$ cat src/rtl/controle_pkg.sv
// Shared constants for the playback controller: FSM state encodings and the
// default debounce length (20 ms at 50 MHz).
package controle_pkg;

   localparam logic [1:0] IDLE    = 2'b00;
   localparam logic [1:0] PLAYING = 2'b01;
   localparam logic [1:0] PAUSED  = 2'b10;

   localparam int DEBOUNCE_CYCLES_DEFAULT = 1000000;

endpackage

$ cat src/rtl/controle_reproducao_debounce_botao.sv
// debounce_botao: 2-flop synchronizer, stability counter and press pulse for
// one active-low key. The press pulse is registered one cycle after the
// debounced level falls.
module debounce_botao
   import controle_pkg::*;
#(
   parameter int DEBOUNCE_CYCLES = DEBOUNCE_CYCLES_DEFAULT,
   parameter int CNT_W           = 20
) (
   input  logic clk,
   input  logic reset,
   input  logic btn,
   output logic press
);

   localparam logic [CNT_W-1:0] CNT_LAST = CNT_W'(DEBOUNCE_CYCLES - 1);

   logic [1:0]       sync_r;
   logic             db_r;
   logic             db_d_r;
   logic [CNT_W-1:0] cnt_r;
   logic             press_r;
   logic             mismatch_s;

   assign mismatch_s = sync_r[1] ^ db_r;
   assign press      = press_r;

   // Synchronize, count consecutive mismatch cycles, flip level, detect 1->0
   always_ff @(posedge clk) begin
      if (reset) begin
         sync_r  <= 2'b11;
         db_r    <= 1'b1;
         db_d_r  <= 1'b1;
         cnt_r   <= '0;
         press_r <= 1'b0;
      end else begin
         sync_r  <= {sync_r[0], btn};
         db_d_r  <= db_r;
         press_r <= db_d_r & ~db_r;
         if (!mismatch_s) begin
            cnt_r <= '0;
         end else if (cnt_r == CNT_LAST) begin
            cnt_r <= '0;
            db_r  <= sync_r[1];
         end else begin
            cnt_r <= cnt_r + CNT_W'(1);
         end
      end
   end

endmodule

$ cat src/rtl/controle_reproducao.sv
// Playback controller: debounced play/stop keys drive an IDLE/PLAYING(/PAUSED)
// FSM. Optional pause support is enabled by defining CONTROLE_PAUSA_EN.
module controle_reproducao
   import controle_pkg::*;
#(
   parameter int DEBOUNCE_CYCLES = DEBOUNCE_CYCLES_DEFAULT,
   parameter int CNT_W           = 20
) (
   input  logic       Clk,
   input  logic       Reset,
   input  logic       Btn_play,
   input  logic       Btn_stop,
   input  logic       Song_end,
   output logic       Play_out,
   output logic       Stop_out,
   output logic [1:0] Estado
);

   logic       play_ev_s;
   logic       stop_ev_s;
   logic [1:0] estado_r;
   logic [1:0] estado_nxt_s;
   logic       stop_s;
   logic       play_out_r;
   logic       stop_out_r;

   debounce_botao #(
      .DEBOUNCE_CYCLES (DEBOUNCE_CYCLES),
      .CNT_W           (CNT_W)
   ) u_deb_play (
      .clk   (Clk),
      .reset (Reset),
      .btn   (Btn_play),
      .press (play_ev_s)
   );

   debounce_botao #(
      .DEBOUNCE_CYCLES (DEBOUNCE_CYCLES),
      .CNT_W           (CNT_W)
   ) u_deb_stop (
      .clk   (Clk),
      .reset (Reset),
      .btn   (Btn_stop),
      .press (stop_ev_s)
   );

   // Next-state and stop request; stop always wins over play
   always_comb begin
      estado_nxt_s = estado_r;
      stop_s       = 1'b0;
      case (estado_r)
         IDLE: begin
            if (stop_ev_s) begin
               stop_s = 1'b1;
            end else if (play_ev_s) begin
               estado_nxt_s = PLAYING;
            end else begin
               estado_nxt_s = IDLE;
            end
         end
         PLAYING: begin
            if (stop_ev_s || Song_end) begin
               estado_nxt_s = IDLE;
               stop_s       = 1'b1;
`ifdef CONTROLE_PAUSA_EN
            end else if (play_ev_s) begin
               estado_nxt_s = PAUSED;
`endif
            end else begin
               estado_nxt_s = PLAYING;
            end
         end
`ifdef CONTROLE_PAUSA_EN
         PAUSED: begin
            if (stop_ev_s) begin
               estado_nxt_s = IDLE;
               stop_s       = 1'b1;
            end else if (play_ev_s) begin
               estado_nxt_s = PLAYING;
            end else begin
               estado_nxt_s = PAUSED;
            end
         end
`endif
         default: begin
            estado_nxt_s = IDLE;
         end
      endcase
   end

   // State and registered outputs; Stop_out is masked so it can never repeat
   always_ff @(posedge Clk) begin
      if (Reset) begin
         estado_r   <= IDLE;
         play_out_r <= 1'b0;
         stop_out_r <= 1'b0;
      end else begin
         estado_r   <= estado_nxt_s;
         play_out_r <= (estado_nxt_s == PLAYING);
         stop_out_r <= stop_s & ~stop_out_r;
      end
   end

   assign Estado   = estado_r;
   assign Play_out = play_out_r;
   assign Stop_out = stop_out_r;

endmodule
$ cat config.mk
export PLATFORM = sky130hd
export DESIGN_NAME = controle_reproducao
export DESIGN_NICKNAME = d
export VERILOG_FILES = /design/src/rtl/controle_pkg.sv /design/src/rtl/controle_reproducao_debounce_botao.sv /design/src/rtl/controle_reproducao.sv
export SDC_FILE = /design/constraint.sdc
export NUM_CORES = 1
export LEC_CHECK = 0
export CORE_MARGIN = 5
export CORE_UTILIZATION = 41
export CTS_CLUSTER_DIAMETER = 30
export DETAILED_ROUTE_END_ITERATION = 10
export GPL_TIMING_DRIVEN = 0
export HOLD_SLACK_MARGIN = 0.05
export PLACE_DENSITY = 0.59
export RECOVER_POWER = 100
export SETUP_SLACK_MARGIN = 0.02
export SYNTH_ARGS = -nofsm -noshare
export SYNTH_HDL_FRONTEND = slang
export SYNTH_HIERARCHICAL = 1
export SYNTH_SLANG_ARGS = --single-unit
$ cat constraint.sdc
create_clock -name Clk -period 1.74 [get_ports Clk]
set_input_delay 0.261 -clock Clk [delete_from_list [all_inputs] [get_ports Clk]]
set_output_delay 0.261 -clock Clk [all_outputs]
set_load 0.01 [all_outputs]
After elaboration in Yosys (flattened, before gate mapping)
Index checks and enable logic that the tools add are counted.

Order comparisons: 0. Multiply operators: 0. Shift operators: 0. $add $sub $neg: 2. Div/mod/pow operators: 0. Multiplexer cells: 7. Equal/unequal tests: 4. Reductions and logical operators: 6. Bitwise gates (word level): 10.

Operators by type and width (number): adder 20 x 1 -> 20 bit, second input constant (2); equality test 20 bit, second input constant (2); OR reduction 3 bit (2); inverter 1 bit (5); equality test 2 x 1 -> 1 bit, second input constant (2); 2-to-1 mux 1 bit (4); case mux 2 bit (2 select lines) (1); AND reduction 2 bit (2); AND 1 bit (3); zero test 2 bit (1); 2-to-1 mux 2 bit (1); case mux 1 bit (2 select lines) (1); bitwise XOR 1 bit (2); logical OR 1 bit (1).

Memories: 0. Word-level logic and storage cells: 42. Bits in latches: 0. Bits of input ports: 5. Bits in read-only memories: 0. Memory bits (writable): 0. Register bits: 54. Output and inout bits: 4.

Depth between registers and ports, before layout
Gate-level depths: netlist (run 1).

Depth in word-level cells: 4. Depth in mapped cells: 6. Depth with buffers taken out: 5.

Cells and area by module
Netlist (run 1), hierarchy kept.

Modules (own cells, without submodules): debounce_botao (cells an instance 116, area each 1056.0 um2, seq. area each 500.5 um2, instances 2); controle_reproducao (cells an instance 11, area each 132.6 um2, seq. area each 80.1 um2, instances 1).

Least setup slack after synthesis (run 1)
OpenSTA, ideal clock, no wires.

Kind: register to register. Start: reg u_deb_play.cnt_r[8]. End: reg u_deb_play.cnt_r[12]. Path buffers: 1. Data required time: 1625 ps. Period minus slack after synthesis: 1869 ps. Stages on the path, launching flop included: 6. Arrival: 1754 ps. Slack: -129 ps. Setup time: 115 ps. Cells stage by stage: dfxtp_1 -> or4b_1 -> or4_4 -> o21bai_4 -> buf_6 -> nor2_1.

Word-level cells in the longest chain between the ends: 2. Elaborated cells between the ends (all ways): 3. Those cells by class: 1 x add/sub; 1 x eq/ne; 1 x reduce/logical.

RTL lines: start: declaration (RTL line controle_reproducao_debounce_botao.sv:21) `logic [CNT_W-1:0] cnt_r;`; start signal: assignment (RTL line controle_reproducao_debounce_botao.sv:46) `cnt_r <= cnt_r + CNT_W'(1);`; parallel branches: the longest is 2 deep, another holds adder 20 x 1 -> 20 bit.

Parallel ways; which one is timed is not known. A chain may end at the register's enable or synchronous reset.

Final worst setup path (run 1)
Start: reg u_deb_stop.cnt_r[10]. End: reg u_deb_stop.cnt_r[14].

Word-level cells in the longest chain between the ends: 2. Elaborated cells between the ends (all ways): 3. Those cells by class: 1 x add/sub; 1 x eq/ne; 1 x reduce/logical.

RTL lines (RTL line): start: declaration (controle_reproducao_debounce_botao.sv:21); start signal: assignment (controle_reproducao_debounce_botao.sv:46); parallel branches: the longest is 2 deep, another holds adder 20 x 1 -> 20 bit.

Parallel ways; which one is timed is not known.

==> flow_summary.toml, run 1 <==
[status]
status = "complete, but fails checks"
violations = "setup timing"

[synth]
yosysWarnings = 6
ys_ff_latch = 54
synth_top_family_by_area = "simple AND/OR/NAND/NOR gates"
muxShareOfSynthArea_pct = 0
synthCells = 243
synth.avg_cell_area_um2 = 9.24
synthSimpleGateAreaFrac_pct = 26.6
synth_compound_area_share_pct = 10.9
seq_area_frac_synth_pct = 48.2
synth.cell_area_mm2 = 0.00224
synth_cell_types = 32
synth_xor_area_share_pct = 9.36
syn-num-nets = 250
synth_fa_ha_area_share_pct = 1.11

[global_routing]
track_usage_pct = 12.1
antenna_found_initial = 0
grt_pass1_wl_mm = 6.92
grt_pass1_vias = 1568
grt_remaining_overflow = 0
grt_max_degree = 17

[clock_network]
cts.sinks = 54
numCtsBuffers = 5
cts_root_buf = "clkbuf_8"
htree_levels = 2
tritoncts = "done"
insertion_delay_ps = 310
max-clock-path-buffers = 2
clk_pin_slew_ps = 100

[worst_setup_path]
cp.required_ps = 1940
critPathKind = "reg2reg"
cp.arrival_ps = 2110
end_kind = "flop"
reg2reg_slack_ps = -170
critPathMaxFanout = 7
critPathLaunchType = "flop"

[floorplanning]
core_mm2 = 0.00541
io_pins = 9
die_w_um = 84.0
rows = 27
start_util_pct = 41.5
dieArea_mm2 = 0.00705
die_y_um = 84.0

[flow_run]
drv_cap = 0

[placed_design]
place_ws_ps = -299
dpl-instance-area_mm2 = 0.00242
gp_congestion = 0.776
io_buffers = 8
detailed_place_hpwl_mm = 2.67

[drt]
drt_iter0_markers = 82
wirelength_mm = 4.02
avgRoutedWirePerCell_um = 11.9
viasPerCell = 5.06
post-route-drc-count = 0
dr.pass1.iters = 4
vias = 1715
ant_nets = 0

[finish]
utilization_pct = 49.4
area_delta_synth_final_pct = 19.0
fillers = 490
drive_gt1_share_pct = 21.3
final_nets = 273
insertedDiodeCount = 0
design_area_mm2 = 0.00267

[timing]
rsz0062_at_grt = "true"
period_share_pct = 110
slew_viol_final = 0
clock_skew_ps = 12.4
layout_setup_ws_ps = -166
hold_viol_final = 0
period_minus_slack_ps = 1910
clock.fmax_ghz = 0.525
setup-violations-final = 38
final.setup.tns_ps = -5540

[pwr]
ir_worst_vdd_mv = 0.507
clockPowerShare_pct = 37.3
power_switching_mw = 0.425
seqPwrFrac_pct = 60.6
power.internal_mw = 1.63
p_per_area_mw_per_mm2 = 769
swShare_pct = 20.7
p_leak_nw = 0.853
combPwrFrac_pct = 2.1

[worst_hold_path]
hold_path_class = "reg2reg"
-- layer usage --
metal  track usage, %  wire length, µm
met1             15.9             2150
met2             17.7             1620
met3             4.74              166
met4             4.82               78
met5                0                0
-- logic make-up after synthesis --
logic type	Yosys count
AND/OR/NAND/NOR	107
AO/OA/AOI/OAI	37
other	1
buffers and inverters	18
XOR/XNOR	24
adder cells (fa/ha/maj)	2
flip-flops	54
-- final cells by class --
cell class	instances	area (µm²)	share of cell area [%]
Buffer	3	26.3	0.984
Clock buffer	7	96.3	3.61
Clock inverter	1	8.76	0.328
Inverter	14	52.6	1.97
Multi-Input combinational cell	171	1130	42.4
Sequential cell	54	1100	41.0
Tap cell	72	90.1	3.37
Timing Repair Buffer	17	168	6.28
-- registers in the layout, summed over array words and instances, names as in the netlist, 2 cells and up --
register and cells:
u_deb_play/sync_r 2, u_deb_play/cnt_r 20, u_deb_stop/sync_r 2, u_deb_stop/cnt_r 20, Estado 2
-- worst max-delay path: stages (launching register included) --
cell	delay (ps)
dfxtp_2	340
or4b_4	520
or4_4	540
o21bai_4	200
buf_6	160
a21oi_1	40
-- what timing repair did --
action,4_1_cts,5_1_grt
endpoints found under the setup margin,38,38
hold buffers,0,0
resized for setup,13,19
cloned,0,1
setup buffers,5,3
pin swaps,6,6
-- placed cells by master, fill, tap and decap left out, drive strengths merged, types with 3 or more instances in the layout --
cell type | Yosys | layout
o31ai | 4 | 4
nor4 | 3 | 3
a21oi | 15 | 15
buf | 2 | 11
nand4 | 8 | 8
dlygate4sd3 | 0 | 5
clkdlybuf4s50 | 0 | 3
inv | 14 | 14
or3 | 10 | 10
nor2 | 28 | 28
xor2 | 14 | 14
and4 | 4 | 4
o21ai | 12 | 12
xnor2 | 10 | 10
nand2 | 16 | 16
clkbuf | 2 | 8
or4b | 4 | 4
or2 | 10 | 10
dfxtp | 54 | 54
nand3 | 8 | 8
or4 | 6 | 6
-- Yosys cell counts, drive strengths merged --
cell type / count / area [µm²]
nor4: 3 / 18.8
xnor2: 10 / 87.6
o21ai: 12 / 60.1
nand2: 16 / 60.1
conb: 1 / 3.75
inv: 14 / 52.6
o31ai: 4 / 30.0
nor3: 2 / 10.0
clkbuf: 2 / 7.51
nand2b: 2 / 12.5
or4b: 4 / 40.0
or2: 10 / 62.6
and3: 2 / 12.5
xor2: 14 / 123
dfxtp: 54 / 1080
nand3: 8 / 40.0
o21bai: 2 / 37.5
nor2: 28 / 105
o311ai: 2 / 17.5
ha: 2 / 25.0
nand4bb: 2 / 22.5
a21oi: 15 / 75.1
and4: 4 / 35.0
nand4: 8 / 50.1
a2111oi: 2 / 25.0
and2: 2 / 12.5
or4: 6 / 52.6
buf: 2 / 22.5
or3: 10 / 62.6
-- worst paths after layout --
path                           to  cells past startpoint                  from
max          u_deb_stop/cnt_r[14]                      5  u_deb_stop/cnt_r[10]
min              u_deb_stop/press                      2     u_deb_stop/db_d_r
min reg2reg      u_deb_stop/press                      2     u_deb_stop/db_d_r
max reg2reg  u_deb_stop/cnt_r[14]                      5  u_deb_stop/cnt_r[10]
-- power groups by stage --
| stage | Clock, mW | Combinational [mW] | Sequential, mW |
|---|---|---|---|
| 6_report | 0.766 | 0.0436 | 1.24 |
| 5_1_grt | 0.856 | 0.0484 | 1.25 |
| 4_1_cts | 0.800 | 0.0429 | 1.25 |
| 3_5_place_dp | 0 | 0.0376 | 1.27 |
| 3_3_place_gp | 0 | 0.0378 | 1.27 |
| 2_1_floorplan | 0 | 0.0181 | 1.27 |
-- metrics by stage --
stage               instances  hold slack (ps)  power, mW
floorplan                 243              330       1.29
CTS                       336              412       2.09
global placement          323              399       1.31
detailed placement        323              398       1.31
global route              339              427       2.15
finish                    339              407       2.05
No activity file was read; power rests on OpenSTA's default activity.
==> run 2: changes to the inputs <==
--- a/config.mk
+++ b/config.mk
@@ -5,13 +5,15 @@
 export SDC_FILE = /design/constraint.sdc
 export NUM_CORES = 1
 export LEC_CHECK = 0
+export CELL_PAD_IN_SITES_DETAIL_PLACEMENT = 1
+export CELL_PAD_IN_SITES_GLOBAL_PLACEMENT = 1
 export CORE_MARGIN = 5
 export CORE_UTILIZATION = 41
 export CTS_CLUSTER_DIAMETER = 30
 export DETAILED_ROUTE_END_ITERATION = 10
 export GPL_TIMING_DRIVEN = 0
 export HOLD_SLACK_MARGIN = 0.05
-export PLACE_DENSITY = 0.59
+export PLACE_DENSITY = 0.72
 export RECOVER_POWER = 100
 export SETUP_SLACK_MARGIN = 0.02
 export SYNTH_ARGS = -nofsm -noshare
==> flow_summary.toml, run 2 (synthesis gave the netlist of run 1 again) <==
[status]
status = "complete, but fails checks"
violations = "setup timing"

[clock_network]
htree_levels = 2
clk_pin_slew_ps = 110
hold_buffers = 0
cts.sinks = 54
cts_root_buf = "clkbuf_8"
insertion_delay_ps = 310
max-clock-path-buffers = 2
numCtsBuffers = 5
tritoncts = "done"

[timing]
clock_skew_ps = 11.4
slew_viol_final = 0
rsz0062_at_grt = "true"
layout_setup_ws_ps = -212
period_share_pct = 112
setup-violations-final = 38
clock.fmax_ghz = 0.512
hold-worst-slack_ps = 418
hold_viol_final = 0
period_minus_slack_ps = 1950

[drt]
post-route-drc-count = 0
vias = 1819
drt_iter0_markers = 80
wirelength_mm = 4.92
viasPerCell = 5.18
ant_nets = 0
avgRoutedWirePerCell_um = 14.0
dr.pass1.iters = 4

[floorplanning]
start_util_pct = 41.5
dieArea_mm2 = 0.00705
core_mm2 = 0.00541
die_y_um = 84.0
io_pins = 9
rows = 27
die_w_um = 84.0

[worst_setup_path]
critPathLaunchType = "flop"
reg2reg_depth = 5
critPathKind = "reg2reg"
cp.arrival_ps = 2150
reg2reg_slack_ps = -210
r2r_start = "u_deb_play/cnt_r[10]"
end_kind = "flop"
critPathMaxFanout = 7
cp.required_ps = 1940
r2r_end = "u_deb_play/cnt_r[15]"

[finish]
layout_commonest_cell = "dfxtp_1"
area_delta_synth_final_pct = 23.9
final_cell_mix = "dfxtp_1 (42), nand2_1 (16), nor2_1 (16), buf_4 (16)"
insertedDiodeCount = 0
fillers = 634
reg_top3 = "u_deb_play/cnt_r x20, u_deb_stop/cnt_r x20"
drive_gt1_share_pct = 28.7
final_nets = 285
final_cells = 351

[worst_hold_path]
hold_depth = 1
min_from = "Stop_out"
whs_endpoint = "Stop_out"
hold_path_class = "reg2reg"

[pwr]
ir_worst_vdd_mv = 0.419
p_leak_nw = 0.904
p_per_area_mw_per_mm2 = 730

[placed_design]
dpl.cell_count = 323
detailed_place_hpwl_mm = 3.20
gp_congestion = 0.754
io_buffers = 8

[global_routing]
grt_pass1_vias = 1849
grt_max_degree = 20
track_usage_pct = 14.5
antenna_found_initial = 0
grt_pass1_wl_mm = 8.47
grt_remaining_overflow = 0

[flow_run]
drv_cap = 0
==> run 2: power by group <==
group	internal [mW]	switching, mW
clock	0.300	0.442
combinational	0.0241	0.0229
sequential	1.24	0.00439
==> run 2: final cells by class <==
type	count	area, µm²	share of cell area, %
Buffer	4	30.0	1.08
Clock buffer	5	68.8	2.48
Clock inverter	3	26.3	0.945
Inverter	14	52.6	1.89
Multi-Input combinational cell	171	1160	41.8
Sequential cell	54	1110	39.8
Tap cell	72	90.1	3.24
Timing Repair Buffer	28	245	8.82
==> run 2: through the flow <==
stage / instance area, µm² / power, mW / setup TNS, ps / util (%) / setup slack, ps
floorplan: 2250 / 1.29 / -2400 / - / -124
global placement: 2420 / 1.31 / -7390 / 44.7 / -285
detailed placement: 2420 / 1.31 / -7950 / 44.7 / -294
CTS: 2610 / 2.07 / -6480 / 48.3 / -194
global route: 2780 / 2.13 / -9010 / 51.4 / -268
finish: 2780 / 2.03 / -6790 / 51.4 / -212
==> run 2: worst max-delay path by stage <==
stage                               startpoint                    to  slack (ps)  cells past startpoint
after floorplan            u_deb_play/cnt_r[8]   u_deb_play/cnt_r[8]        -120                      5
after global placement     u_deb_play/cnt_r[8]   u_deb_play/cnt_r[8]        -280                      5
after detailed placement  u_deb_play/cnt_r[15]   u_deb_play/cnt_r[8]        -290                      5
after CTS                 u_deb_stop/cnt_r[15]  u_deb_stop/cnt_r[15]        -190                      5
after global routing      u_deb_play/cnt_r[10]  u_deb_play/cnt_r[15]        -270                      5
final                     u_deb_play/cnt_r[10]  u_deb_play/cnt_r[15]        -210                      5
==> run 2: timing repair <==
action / 4_1_cts / 5_1_grt
endpoints found under the setup margin: 38 / 38
cloned: 1 / 1
pin swaps: 5 / 13
buffers inserted: 9 / 9
gates resized for setup: 13 / 38
==> run 2: worst max-delay path, cell delays in order (launching register included) <==
cell and delay [ps]:
dfxtp_2 340, or4b_1 520, or4_4 560, o21bai_4 210, buf_6 180, a21oi_2 40
==> run 2: layer usage <==
| layer | GRT usage [%] | up-vias | wire (µm) |
|---|---|---|---|
| met5 | 0 | - | 0 |
| met3 | 3.36 | 7 | 118 |
| met1 | 17.7 | 877 | 2290 |
| met2 | 25.0 | 14 | 2440 |
| li1 | - | 921 | - |
| met4 | 4.97 | 0 | 68 |
